### config.mk
export PLATFORM = sky130hd
export DESIGN_NAME = clk_sel_seq
export DESIGN_NICKNAME = d
export VERILOG_FILES = /design/src/rtl/clk_sel_seq.sv
export SDC_FILE = /design/constraint.sdc
export NUM_CORES = 1
export LEC_CHECK = 0
export ABC_AREA = 1
export CORE_MARGIN = 2
export CORE_UTILIZATION = 56
export DETAILED_ROUTE_END_ITERATION = 8
export GPL_TIMING_DRIVEN = 0
export PLACE_DENSITY = 0.84
export SYNTH_ARGS = -nofsm -noshare
export SYNTH_HDL_FRONTEND = slang
export SYNTH_SLANG_ARGS = --single-unit
### constraint.sdc
create_clock -name clk_i -period 3.6 [get_ports clk_i]
set_input_delay 0.54 -clock clk_i [delete_from_list [all_inputs] [get_ports clk_i]]
set_output_delay 0.54 -clock clk_i [all_outputs]
set_load 0.02 [all_outputs]
### src/rtl/clk_sel_seq.sv
// rtl/clk_sel_seq.sv - N-way break-before-make clock source select sequencer
//
// Ports:
//   clk_i          always-on reference clock; every signal lives in this domain
//   rst_ni         synchronous active-low reset
//   sel_i          requested source index
//   sel_valid_i    request valid; accepted when sel_ready_o is also high
//   sel_ready_o    high only while idle
//   en_ack_i       per-gate enable status, already synchronised into clk_i
//   en_o           per-gate enable, zero or one-hot
//   cur_sel_o      committed (fully switched) source index
//   busy_o         switch in progress
//   done_o         one-cycle pulse when a switch or same-source request completes
//   err_clr_i      clears both sticky error flags (a same-cycle set wins)
//   err_timeout_o  sticky: a gate acknowledge wait expired
//   err_range_o    sticky: a request named a source >= NUM_CLK

module clk_sel_seq #(
    parameter int NUM_CLK        = 4,
    parameter int SEL_W          = $clog2(NUM_CLK),
    parameter int RESET_SEL      = 0,
    parameter int DEAD_CYCLES    = 2,
    parameter int TIMEOUT_CYCLES = 64
) (
    input  logic               clk_i,
    input  logic               rst_ni,
    input  logic [SEL_W-1:0]   sel_i,
    input  logic               sel_valid_i,
    output logic               sel_ready_o,
    input  logic [NUM_CLK-1:0] en_ack_i,
    output logic [NUM_CLK-1:0] en_o,
    output logic [SEL_W-1:0]   cur_sel_o,
    output logic               busy_o,
    output logic               done_o,
    input  logic               err_clr_i,
    output logic               err_timeout_o,
    output logic               err_range_o
);

    // One counter serves both the ack timeout (DISABLE/ENABLE) and the dead
    // time (DEAD); it is cleared on every state entry so the uses never mix.
    localparam int CNT_MAX = (TIMEOUT_CYCLES > DEAD_CYCLES) ? TIMEOUT_CYCLES : DEAD_CYCLES;
    localparam int CNT_W   = $clog2(CNT_MAX + 1);

    localparam logic [SEL_W-1:0] RESET_SEL_V  = SEL_W'(RESET_SEL);
    localparam logic [CNT_W-1:0] DEAD_LAST    = CNT_W'(DEAD_CYCLES - 1);
    localparam logic [CNT_W-1:0] TIMEOUT_LAST = CNT_W'(TIMEOUT_CYCLES - 1);
    // One bit wider than sel_i so a power-of-two NUM_CLK is representable.
    localparam logic [SEL_W:0]   NUM_CLK_V    = (SEL_W + 1)'(NUM_CLK);

    typedef enum logic [1:0] {
        ST_IDLE,
        ST_DISABLE,
        ST_DEAD,
        ST_ENABLE
    } state_t;

    state_t             state_q, state_d;
    logic [SEL_W-1:0]   target_q, target_d;
    logic [CNT_W-1:0]   cnt_q, cnt_d;
    logic [NUM_CLK-1:0] en_q, en_d;
    logic [SEL_W-1:0]   cur_sel_q, cur_sel_d;
    logic               ready_q, ready_d;
    logic               busy_q, busy_d;
    logic               done_q, done_d;
    logic               err_timeout_q, err_timeout_d;
    logic               err_range_q, err_range_d;
    logic               timeout_set;
    logic               range_set;

    function automatic logic [NUM_CLK-1:0] onehot(input logic [SEL_W-1:0] idx);
        logic [NUM_CLK-1:0] r;
        r      = '0;
        r[idx] = 1'b1;
        return r;
    endfunction

    always_comb begin
        state_d     = state_q;
        target_d    = target_q;
        cnt_d       = cnt_q + CNT_W'(1);
        cur_sel_d   = cur_sel_q;
        done_d      = 1'b0;
        timeout_set = 1'b0;
        range_set   = 1'b0;

        case (state_q)
            ST_IDLE: begin
                cnt_d = '0;
                if (sel_valid_i && ready_q) begin
                    if ({1'b0, sel_i} >= NUM_CLK_V) begin
                        range_set = 1'b1;
                    end else if (sel_i == cur_sel_q) begin
                        done_d = 1'b1;
                    end else begin
                        target_d = sel_i;
                        state_d  = ST_DISABLE;
                    end
                end
            end
            ST_DISABLE: begin
                // A stuck-on gate still lets the switch proceed after the
                // timeout; the error flag tells software the old gate lied.
                if (!en_ack_i[cur_sel_q]) begin
                    state_d = ST_DEAD;
                    cnt_d   = '0;
                end else if (cnt_q == TIMEOUT_LAST) begin
                    timeout_set = 1'b1;
                    state_d     = ST_DEAD;
                    cnt_d       = '0;
                end
            end
            ST_DEAD: begin
                if (cnt_q == DEAD_LAST) begin
                    state_d = ST_ENABLE;
                    cnt_d   = '0;
                end
            end
            ST_ENABLE: begin
                if (en_ack_i[target_q] || (cnt_q == TIMEOUT_LAST)) begin
                    timeout_set = !en_ack_i[target_q];
                    state_d     = ST_IDLE;
                    cnt_d       = '0;
                    cur_sel_d   = target_q;
                    done_d      = 1'b1;
                end
            end
            default: begin
                state_d = ST_IDLE;
                cnt_d   = '0;
            end
        endcase

        // Outputs are decoded from the next state so they register in step
        // with it; only IDLE and ENABLE ever drive an enable, each one bit.
        en_d    = '0;
        ready_d = 1'b0;
        busy_d  = 1'b1;
        case (state_d)
            ST_IDLE: begin
                en_d    = onehot(cur_sel_d);
                ready_d = 1'b1;
                busy_d  = 1'b0;
            end
            ST_ENABLE: begin
                en_d = onehot(target_d);
            end
            default: begin
                en_d = '0;
            end
        endcase

        err_timeout_d = timeout_set | (err_timeout_q & ~err_clr_i);
        err_range_d   = range_set   | (err_range_q   & ~err_clr_i);
    end

    always_ff @(posedge clk_i) begin
        if (!rst_ni) begin
            state_q       <= ST_ENABLE;
            target_q      <= RESET_SEL_V;
            cnt_q         <= '0;
            en_q          <= onehot(RESET_SEL_V);
            cur_sel_q     <= RESET_SEL_V;
            ready_q       <= 1'b0;
            busy_q        <= 1'b1;
            done_q        <= 1'b0;
            err_timeout_q <= 1'b0;
            err_range_q   <= 1'b0;
        end else begin
            state_q       <= state_d;
            target_q      <= target_d;
            cnt_q         <= cnt_d;
            en_q          <= en_d;
            cur_sel_q     <= cur_sel_d;
            ready_q       <= ready_d;
            busy_q        <= busy_d;
            done_q        <= done_d;
            err_timeout_q <= err_timeout_d;
            err_range_q   <= err_range_d;
        end
    end

    assign en_o          = en_q;
    assign cur_sel_o     = cur_sel_q;
    assign sel_ready_o   = ready_q;
    assign busy_o        = busy_q;
    assign done_o        = done_q;
    assign err_timeout_o = err_timeout_q;
    assign err_range_o   = err_range_q;

endmodule

Yosys cells after proc, flatten, opt, wreduce, memory -nomap -nowiden
Index checks and enable logic that the tools add are counted.
{"block": "totals", "inputBits": 10, "register_bits": 22, "word_cells": 71, "output_inout_bits": 11}
{"block": "op_classes", "add_sub_neg": 1, "magnitude_cmp": 6, "n_mux": 36, "eq_ne": 7, "bitwise": 4, "n_reduce_logical": 7}
{"op": "7-bit 2-to-1 mux", "count": 4}
{"op": "7-bit case mux with 4 select lines", "count": 1}
{"op": "2-bit 2-to-1 mux", "count": 11}
{"op": "2-bit by 3-bit less-than comparator with 1-bit output, second input constant", "count": 4}
{"op": "1-bit 2-to-1 mux", "count": 12}
{"op": "2-bit case mux with 4 select lines", "count": 1}
{"op": "4-bit case mux with 2 select lines", "count": 1}
{"op": "7-bit by 1-bit adder with 7-bit output, second input constant", "count": 1}
{"op": "7-bit by 1-bit equality test with 1-bit output, second input constant", "count": 1}
{"op": "7-bit by 6-bit equality test with 1-bit output, second input constant", "count": 1}
{"op": "2-bit equality test, second input constant", "count": 3}
{"op": "1-bit binary-select mux with 2-bit select", "count": 2}
{"op": "1-bit demux with 2-bit select", "count": 2}
{"op": "2-bit by 1-bit >= comparator with 1-bit output, second input constant", "count": 2}
{"op": "2-bit logical NOT", "count": 2}
{"op": "1-bit case mux with 2 select lines", "count": 2}
{"op": "1-bit logical AND", "count": 3}
{"op": "1-bit bitwise AND", "count": 2}
{"op": "2-bit by 1-bit equality test with 1-bit output, second input constant", "count": 1}
{"op": "2-bit equality test", "count": 1}
{"op": "1-bit logical NOT", "count": 1}
{"op": "1-bit logical OR", "count": 1}
{"op": "1-bit inverter", "count": 1}
{"op": "1-bit bitwise OR", "count": 1}

Logic depth before layout (Yosys ltp)
Gate-level depths: netlist of run 1.
{"block": "depth", "word_depth": 10, "mapped_depth": 15, "ltp_nobuf": 15}

Least setup slack after synthesis of run 1
OpenSTA, ideal clock, no wires.
{"block": "synth_path", "path_type": "register -> register", "start": "reg cur_sel_q[0], in the netlist cur_sel_o[0]", "end": "reg en_q[1], in the netlist en_o[1]", "setup_slack_ns": 1.817, "required_time_ns": 3.530, "t_arrival_ns": 1.713, "n_path_buf": 0, "setup_ns": 0.070, "synth_period_minus_slack_ns": 1.783, "path_stages_with_launch": 14, "path_cell_list": "dfxtp_1 > nand2_1 > nand2_1 > nand2_1 > o21ai_2 > nand2_2 > o211ai_1 > nand2_1 > nand2_1 > inv_1 > ha_1 > inv_1 > nand2_1 > a21oi_1"}
{"block": "synth_between", "elab_cells_between_ends": 25, "classes_between": "4 x order compare; 2 x eq/ne; 16 x mux; 3 x reduce/logical"}
{"element": "start: declaration", "line_no": "62", "rtl": "logic [SEL_W-1:0] cur_sel_q, cur_sel_d;"}
{"element": "start signal: assignment", "line_no": "174", "rtl": "cur_sel_q <= cur_sel_d;"}
{"element": "1-bit binary-select mux with 2-bit select / 2-bit equality test (equally long branches)", "line_no": "104, 93"}
{"element": "1-bit 2-to-1 mux (implied by the code) / 2-bit 2-to-1 mux (equally long branches)", "line_no": "104, 93"}
{"element": "2-bit 2-to-1 mux (on tied branches)", "line_no": "104, 90"}
{"element": "2-bit case mux with 4 select lines (*)", "line_no": "87", "rtl": "case (state_q)"}
{"element": "via state_d[0]", "line_no": "58", "rtl": "state_t state_q, state_d;"}
{"element": "2-bit equality test / 2-bit logical NOT (equally long branches)", "line_no": "139", "rtl": "case (state_d)"}
{"element": "4-bit case mux with 2 select lines (*)", "line_no": "139"}
{"element": "end signal: assignment", "line_no": "162", "rtl": "en_q <= onehot(RESET_SEL_V);"}
{"element": "end signal: assignment", "line_no": "173", "rtl": "en_q <= en_d;"}
{"element": "end: declaration", "line_no": "61", "rtl": "logic [NUM_CLK-1:0] en_q, en_d;"}
The timed path passes the listed nets; every way through them passes the cells marked *. The select of a mux whose other input is x is not followed.
A chain may end at the register's enable or synchronous reset.

Worst setup path in the final report of run 1
{"block": "layout_path", "start": "in en_ack_i[1]", "end": "reg en_q[1], in the netlist en_o[1]"}
{"block": "layout_between", "elab_cells_between_ends": 18, "classes_between": "2 x order compare; 1 x eq/ne; 12 x mux; 3 x reduce/logical"}
{"element": "start: declaration", "line_no": "30", "rtl": "input logic [NUM_CLK-1:0] en_ack_i,"}
{"element": "1-bit binary-select mux with 2-bit select", "line_no": "120", "rtl": "if (en_ack_i[target_q] || (cnt_q == TIMEOUT_LAST)) begin"}
{"element": "1-bit 2-to-1 mux (implied by the code)", "line_no": "120"}
{"element": "1-bit logical OR", "line_no": "120"}
{"element": "2-bit 2-to-1 mux", "line_no": "120"}
{"element": "2-bit case mux with 4 select lines (*)", "line_no": "87"}
{"element": "via state_d[0]", "line_no": "58"}
{"element": "2-bit equality test / 2-bit logical NOT (equally long branches)", "line_no": "139"}
{"element": "4-bit case mux with 2 select lines (*)", "line_no": "139"}
Marked as above.

==> results.md, run 1 <==
- Synthesized instance count: 170
- Worst slew pin tran: 0.4076 ns
- DRT Pass-1 Iters: 4
- Final Max Slew Viols: 0
- CP Max Fanout: 4
- Tmin final: 2.123 ns
- Sum Neg Setup Slack: 0 ns
- Die ar.: 2619 µm²
- CP cell instances: clkdlybuf4s50_1, o21ai_0, o21ai_2, nand2_2, o211ai_1, nand2_1, nand2_1, inv_1, ha_1, inv_1, nand2_1, a21oi_1
- WP data arrival: 2.37 ns
- Logic gate share of total power: 0.547
- Die W: 51.18 µm
- Hold Buf Count CTS: 0
- # clock sinks: 22
- Dpl hpwl: 2084 µm
- Clock Latency Late Sink: 0.31 ns
- CORE AREA: 2148 µm²
- FF-to-FF End: en_o[1]
- Port Buf Inserts: 19
- RD Place Congestion: 0.8392
- Number of global-route vias before repair: 1116
- CP max stage cell: clkdlybuf4s50_1
- Slowest Stage Delay on Critical Path: 0.47 ns
- Worst rel slew slack: 0.7273
- Pin count of the biggest net entering global routing: 13
- DR vias/cell: 5.023
- YS warnings: 0
- TritonCTS buffer count: 3
- Final ANT Viol Nets: 0
- Post-synthesis sequential area ratio: 0.3534
- Mapped Area: 1246 µm²
- Status: complete, no violations
- P_int: 563.4 µW
- Layout Area Growth over Synthesis: 20.98%
- DR iter-0 viols: 13
- Bufs and invs on worst path: 3
- Synthesized flop and latch total: 22
- Die Y: 51.18 µm
- Critical path class: in2reg
- Cells on worst reg2reg path: 13
- Hold EP: err_range_o
- Hold path depth: 2
- Worst r2r src: cnt_q[0]
- Max Cap Viol: 0
- Max clock buf depth: 2
- H-tree levels: 1
- Synth top area cells: dfxtp_1 (35%), nand2_1 (12%), ha_1 (9.0%), nand3_1 (8.8%), inv_1 (6.6%)
- Design Power: 1024 µW
- Number of gates resized after CTS: 0
- CTS tree: done
- Post-synth top area share: 0.3534
- Placement Rows: 17
- Wire per inst: 11.55 µm
- Starting Density: 0.5801
- Critical Path RT: 3.85 ns
- Fillers: 188
- # setup viols final: 0
- Sequential share of power: 0.319
- Critical Path Start Type: primary input
- Clock power share: 0.135
- Mean Syn Cell Area: 7.331 µm²
- Post-CTS Setup Bufs: 0
- P per Cell Area: 679.0 nW/µm²
- Hold path start: err_range_o
- Cell area after layout: 1508 µm²
- Clk slew on worst S/H paths: 0.13 ns
- Ant diodes: 0
- Ports: 21
- First-pass GRT wire length: 4547 µm
- Share of layout cells above drive strength 1: 0.1244
- Netlist cell types: 23
- Net Sw Power: 460.3 µW
- LEAKAGE: 0.0007323 µW
- Initial antenna violation count: 0
- Period utilization: 0.5898
- Max VDD drop: 0.5504 mV
- Delay-heaviest family, CP: buffers and inverters
- CP dominant cell by count: nand2_1
- RSZ-0062 raised after global routing: false
- DP Area: 1471 µm²
- Vias: 1110
- Dominant cell type by area after synthesis: dfxtp_1
- Hold Vio Cnt, Final: 0
- GRT Util Overall: 0.2239
- Sw Ratio: 0.4497
- Max Freq: 470.9 MHz
- GR Overflow Total: 0
- Nets: 213
- Hold Path Class: reg2reg
- Clk_skew: 0.007922 ns
- CTS root buf: clkbuf_4
- Critical path capture point type: register
- Crit path from: en_ack_i[1]
- Residual DRC: 0
- Reg-to-reg setup timing slack: 1.56 ns
- Syn Nets: 189
- Total Wirelength: 2553 µm
## cell usage in the layout (no fill, tap or decap), types with 5 or more instances in the layout
master           netlist  layout
a21oi_1                5       5
clkdlybuf4s50_1        0      19
dfxtp_1               22      22
ha_1                   9       9
inv_1                 22      22
nand2_1               40      40
nand2_2                6       6
nand3_1               22      22
nor2_1                15      15
## area by class of cell
class / count / area, µm² / area share
Tap cell: 28 / 35.03 / 0.02324
Clock buffer: 4 / 36.28 / 0.02407
Inverter: 25 / 93.84 / 0.06224
Buffer: 1 / 5.005 / 0.003319
Multi-Input combinational cell: 122 / 706.9 / 0.4689
Timing Repair Buffer: 19 / 190.2 / 0.1261
Sequential cell: 22 / 440.4 / 0.2921
## worst max-delay path by stage
stage / cells after the start / end / slack (ns)
after global placement: 12 / en_o[2] / 1.16
after CTS: 12 / en_o[1] / 1.46
after global routing: 14 / en_o[1] / 1.28
after floorplan: 13 / en_o[1] / 1.82
final: 12 / en_o[1] / 1.48
after detailed placement: 12 / en_o[1] / 1.14
## registers in the layout, indices dropped and copies added, names as in the netlist
register       count
err_timeout_o      1
busy_o             1
cur_sel_o          2
err_range_o        1
state_q            2
en_o               4
cnt_q              7
done_o             1
sel_ready_o        1
target_q           2
## routing by layer
layer,track usage,part of all wire,vias to the layer above
li1,-,-,586
met1,0.2849,0.47,501
met2,0.3961,0.49,18
met3,0.03509,0.030,5
met4,0.04955,0.0094,0
met5,0,0,-
## tightest hold or removal path: stages, from the launching register on
cell,delay [ns]
dfxtp_1,0.34
nand2_1,0.05
nor2_1,0.03
## cell usage after synthesis (all sizes together)
cell type	count
a211oi	1
a21oi	5
and3	1
buf	1
dfxtp	22
ha	9
inv	25
nand2	49
nand3	25
nor2	16
nor3	2
o211ai	3
o21ai	5
or2	1
xnor2	3
xor2	2
## per-stage QoR
stage / hold WS (ns) / std cells / util / setup WS (ns)
2_1_floorplan: 0.4333 / 170 / - / 1.817
5_1_grt: 0.4778 / 221 / 0.7018 / 1.275
3_5_place_dp: 0.4407 / 217 / 0.6849 / 1.145
6_report: 0.4549 / 221 / 0.7018 / 1.477
4_1_cts: 0.4660 / 221 / 0.7018 / 1.457
3_3_place_gp: 0.4168 / 217 / 0.6849 / 1.159
## power by group through the flow
stage               Clock, µW  Sequential (µW)  Combinational (µW)
detailed placement          0              331                 557
global placement            0              328                 535
finish                    138              326                 560
floorplan                   0              355                 386
global route              147              332                 632
CTS                       138              326                 560
## cell families after synthesis
kind of cell / synth area share
fa+ha+maj: 0.09036
simple gates: 0.3625
compound gates: 0.07932
buf+inv: 0.07931
flops: 0.3534
xor+xnor: 0.03515
No activity file was read; power rests on OpenSTA's default activity.
==> run 2, diff against run 1 <==
- CORE_UTILIZATION: 56 -> 47
- PLACE_DENSITY: 0.84 -> 0.75
- clock period: 3.6 -> 1.9 ns (I/O delays scaled with it)
==> run 2 against run 1 <==
Final cell count rose by 4.1%; via count rose by 4.2%; combinational power rose by 140%; sequential power rose by 94%; flip-flop and latch count did not move; final area rose by 12%; sequential share of layout area fell by 2.4 points; first-iteration DRC count rose to 2.9 times the previous value; wire length rose by 16%; worst hold slack got worse by 0.26 ns; critical path depth rose by 1; non-clock buffer count rose by 7.
==> results.md, run 2 (synthesis gave the netlist of run 1 again) <==
- Status: complete, no violations
- H-tree levels: 1
- Worst r2r src: cnt_q[1]
- Multi-input logic area: 790.8 µm²
- WP data arrival: 2.12 ns
- Clk_skew: 0.008793 ns
- Critical path capture point type: register
- Critical Path RT: 2.17 ns
- Max Freq: 540.8 MHz
- CP Max Fanout: 5
- Max VDD drop: 1.263 mV
- Port Buf Inserts: 19
- DR iter-0 viols: 38
- Worst rel slew slack: 0.7984
- Net Sw Power: 1043 µW
- Tmin final: 1.849 ns
- Pre-CTS WS: -0.3335 ns
- Die Y: 55.49 µm
- Vias: 1157
- Design Power: 2370 µW
- Cells on worst reg2reg path: 13
- TritonCTS buffer count: 3
- Hold path depth: 2
- Residual DRC: 0
- Number of global-route vias before repair: 1128
- Hold Vio Cnt, Final: 0
- DRT Pass-1 Iters: 4
- Critical path class: reg2reg
- Reg-to-reg setup timing slack: 0.05 ns
- Logic gate share of total power: 0.573
- Largest register FFs: 7
- Max Cap Viol: 0
- Final core utilization: 0.6727
- Ports: 21
- Clk slew on worst S/H paths: 0.14 ns
- Starting Density: 0.4985
- P_int: 1327 µW
- Clock Latency Late Sink: 0.33 ns
- GRT Util Overall: 0.1898
- Nets: 220
- DR vias/cell: 5.030
- Share of layout cells above drive strength 1: 0.2550
- Hold path start: rst_ni
- Ant diodes: 0
- Hold Path Class: in2reg
- Worst slew pin tran: 0.3021 ns
- First-pass GRT wire length: 4774 µm
- CTS root buf: clkbuf_4
- Most common cell after layout, fill and taps aside: nand2_1
- Initial antenna violation count: 0
- Setup WS post-layout: 0.05095 ns
- Clock power share: 0.160
- FF-to-FF End: en_o[1]
- LEAKAGE: 0.0007947 µW
- Final ANT Viol Nets: 0
- Max clock buf depth: 2
- Sw Ratio: 0.4402
- CORE AREA: 2500 µm²
- Hold WS: 0.1963 ns
- GR Overflow Total: 0
- Total Wirelength: 2966 µm
- Critical Path Start Type: register
- # clock sinks: 22
- Final Max Slew Viols: 0
- Most frequent cells in the layout: nand2_1 (38), nand3_1 (22), inv_1 (18)
- Dpl hpwl: 2083 µm
- RD Place Congestion: 0.8822
- Die ar.: 3079 µm²
- CTS tree: done
- Die W: 55.49 µm
- Hold EP: state_q[1]
- Largest Register: cnt_q
- P per Cell Area: 1409 nW/µm²
- Register area: 451.7 µm²
- Fillers: 210
- Period utilization: 0.9732
- Placement Rows: 18
- Wire per inst: 12.90 µm
- Pin count of the biggest net entering global routing: 14
- Sequential share of power: 0.266
- Layout Area Growth over Synthesis: 34.94%
- # setup viols final: 0
-- run 2: changes by cell type in the layout (fill, tap and decap cells not counted), moves of 4 or more --
cell     previous run  this run
inv_1              22        18
buf_4               0         7
ha_1                9         5
dfxtp_1            22        17
-- run 2: layer usage --
metal	global-route usage	wire [µm]	vias up
li1	-	-	598
met5	0	0	-
met3	0.03044	80	5
met4	0.05226	57	0
met2	0.3367	1443	24
met1	0.2359	1384	530
-- run 2: layout make-up --
| cell class | count | area share |
|---|---|---|
| well taps | 30 | 0.02232 |
| multi-input cells | 122 | 0.4702 |
| repair buffers | 26 | 0.1473 |
| inverters | 25 | 0.05729 |
| plain buffers | 1 | 0.002976 |
| clock buffers | 3 | 0.01339 |
| flip-flops and latches | 22 | 0.2686 |
| clock inverters | 1 | 0.01786 |
-- run 2: timing repair --
item	CTS	global route
hold buffers	0	0
endpoints found under the hold margin	0	0
setup endpoints to repair	6	4
pin swaps	3	8
resized for setup	7	25
setup buffers	2	5
-- run 2: how the worst max path moves through the flow --
| stage | endpoint | start | slack [ns] | cells after the start |
|---|---|---|---|---|
| 4_1_cts | en_o[3] | cnt_q[0] | -0.01 | 13 |
| 2_1_floorplan | en_o[1] | cur_sel_o[0] | 0.12 | 13 |
| 6_report | en_o[1] | cnt_q[1] | 0.05 | 13 |
| 5_1_grt | en_o[1] | cnt_q[1] | -0.04 | 13 |
| 3_5_place_dp | en_o[3] | en_ack_i[1] | -0.33 | 12 |
| 3_3_place_gp | en_o[2] | en_ack_i[1] | -0.29 | 12 |
-- run 2: stage by stage --
step                      instance area (µm²)  std cells  setup TNS (ns)
final                                    1682        230               0
after detailed placement                 1474        219          -1.553
after global placement                   1474        219          -1.348
after CTS                                1560        225        -0.01226
after floorplan                          1246        170               0
after global routing                     1682        230        -0.09592
-- run 2: power groups by stage --
stage | registers, µW | clock network, µW | logic, µW
6_report | 631 | 380 | 1360
4_1_cts | 628 | 377 | 1080
3_3_place_gp | 623 | 0 | 1020
5_1_grt | 646 | 403 | 1510
2_1_floorplan | 672 | 0 | 732
3_5_place_dp | 629 | 0 | 1040
-- run 2: critical path, stage by stage (launching register included) --
cell and delay, ns:
dfxtp_4 0.38, ha_4 0.17, nand3_4 0.10, nor2_4 0.05
nand2_4 0.10, inv_4 0.05, o211ai_1 0.16, nand2_1 0.11
nand2_2 0.13, inv_2 0.06, ha_4 0.23, inv_2 0.07
nand2_4 0.06, a21oi_1 0.13
==> run 3, diff against run 2 <==
- CORE_MARGIN: 2 -> 8
==> run 3 against run 2 <==
Worst hold slack improved by 0.037 ns; die area rose by 48%; final cell count unchanged; sequential power is 2% higher; via count rose by 2.0%; core utilization rose by 0.55 points; register-to-register slack better by 0.05 ns; sequential share of layout area decreased by 0.29 points; flip-flop and latch count did not move; global-route usage fell by 5.9 points; total power shrank 1.2%; critical path type is now in2reg.
==> results.md, run 3 (synthesis gave the netlist of run 1 again) <==
- Clk slew on worst S/H paths: 0.11 ns
- CTS root buf: clkbuf_4
- Final Max Slew Viols: 0
- P per Cell Area: 1382 nW/µm²
- LEAKAGE: 0.0008017 µW
- Die Y: 67.49 µm
- Largest register FFs: 7
- Nets: 221
- Total Wirelength: 3068 µm
- Wire per inst: 13.34 µm
- Period utilization: 0.9610
- H-tree levels: 1
- Clk_skew: 0.001455 ns
- RD Place Congestion: 0.8182
- CTS tree: done
- Starting Density: 0.4985
- Dpl hpwl: 2207 µm
- Hold path depth: 2
- Final core utilization: 0.6782
- Reg-to-reg setup timing slack: 0.10 ns
- CP Max Fanout: 3
- Critical Path RT: 2.14 ns
- # clock sinks: 22
- Sum Neg Setup Slack: 0 ns
- Most frequent cells in the layout: nand2_1 (35), nand3_1 (20), dfxtp_1 (18)
- DR vias/cell: 5.130
- GRT Util Overall: 0.1310
- Setup WS post-layout: 0.07410 ns
- Max Cap Viol: 0
- Largest Register: cnt_q
- Final ANT Viol Nets: 0
- Hold Path Class: in2reg
- Vias: 1180
- Max VDD drop: 1.322 mV
- Worst slew pin tran: 0.4218 ns
- Cells on worst reg2reg path: 13
- Clock Latency Late Sink: 0.30 ns
- Share of layout cells above drive strength 1: 0.2950
- TritonCTS buffer count: 3
- Layout Area Growth over Synthesis: 36.04%
- CORE AREA: 2500 µm²
- Worst rel slew slack: 0.7177
- Design Power: 2342 µW
- Critical Path Start Type: primary input
- Initial antenna violation count: 0
- Most common cell after layout, fill and taps aside: nand2_1
- DR iter-0 viols: 57
- Pre-CTS WS: -0.3188 ns
- GR Overflow Total: 0
- # setup viols final: 0
- Pin count of the biggest net entering global routing: 12
- Critical path class: in2reg
- Residual DRC: 0
- Hold Vio Cnt, Final: 0
- Placement Rows: 18
- WP data arrival: 2.07 ns
- Port Buf Inserts: 19
- Hold Buf Count CTS: 0
- Number of global-route vias before repair: 1149
- Critical path capture point type: register
- Ant diodes: 0
- Status: complete, no violations
- Max clock buf depth: 2
- First-pass GRT wire length: 4816 µm
- Max Freq: 547.7 MHz
- Ports: 21
- Die ar.: 4555 µm²
- Die W: 67.49 µm
- DRT Pass-1 Iters: 4
- Tmin final: 1.826 ns
run 3: cell count changes in the layout (fill, tap and decap cells not counted), sizes merged:
cell / change
clkdlybuf4s50: -1
bufinv: -1
buf: +1
dlymetal6s2s: +1
run 3: path summary, 6_finish.rpt:
path                                  start     endpoint
worst min register to register  err_range_o  err_range_o
worst max register to register     cnt_q[1]      en_o[1]
worst min-delay path                 rst_ni   state_q[1]
worst max-delay path            en_ack_i[1]      en_o[1]
run 3: power by group:
group          internal [µW]  total [µW]  leakage [µW]  switching, µW
Combinational            622        1490      0.000606            872
Sequential               559         641      0.000182           82.5
Clock                   74.0         208     0.0000138            134
Total                   1250        2340      0.000802           1090
run 3: timing repair:
action	in CTS	in global routing
pin swaps	4	13
hold endpoints to repair	0	0
setup endpoints to repair	5	4
gates resized for setup	10	33
buffers inserted	4	4
run 3: metal layers:
metal  track usage  share of wire  wire, µm  vias to the layer above
met5             0              0         0                        -
met4       0.03133         0.0098        30                        0
met3       0.04139          0.058       177                        4
met2        0.2118           0.50      1543                       32
met1        0.1651           0.43      1317                      547
li1              -              -         -                      597
run 3: through the flow:
stage                     hold WS, ns  instances  area [µm²]
final                          0.2329        230        1695
after global routing           0.2481        230        1695
after CTS                      0.2131        226        1560
after detailed placement       0.4365        219        1474
after global placement         0.4191        219        1474
after floorplan                0.3570        170        1246
run 3: final cells by class:
class	instances	area (µm²)
Multi-Input combinational cell	122	820.8
Fill cell	211	804.5
Sequential cell	22	450.4
Timing Repair Buffer	27	257.7
Inverter	25	101.3
Tap cell	30	37.54
Clock buffer	3	22.52
Buffer	1	5.005
run 3: worst max-delay path, stage by stage:
cell	delay, ns
clkdlybuf4s50_1	0.49
o21ai_1	0.09
o21ai_2	0.19
nand2_2	0.08
o211ai_1	0.18
nand2_1	0.11
nand2_2	0.13
inv_2	0.06
ha_4	0.24
inv_4	0.06
nand2_4	0.05
a21oi_1	0.12
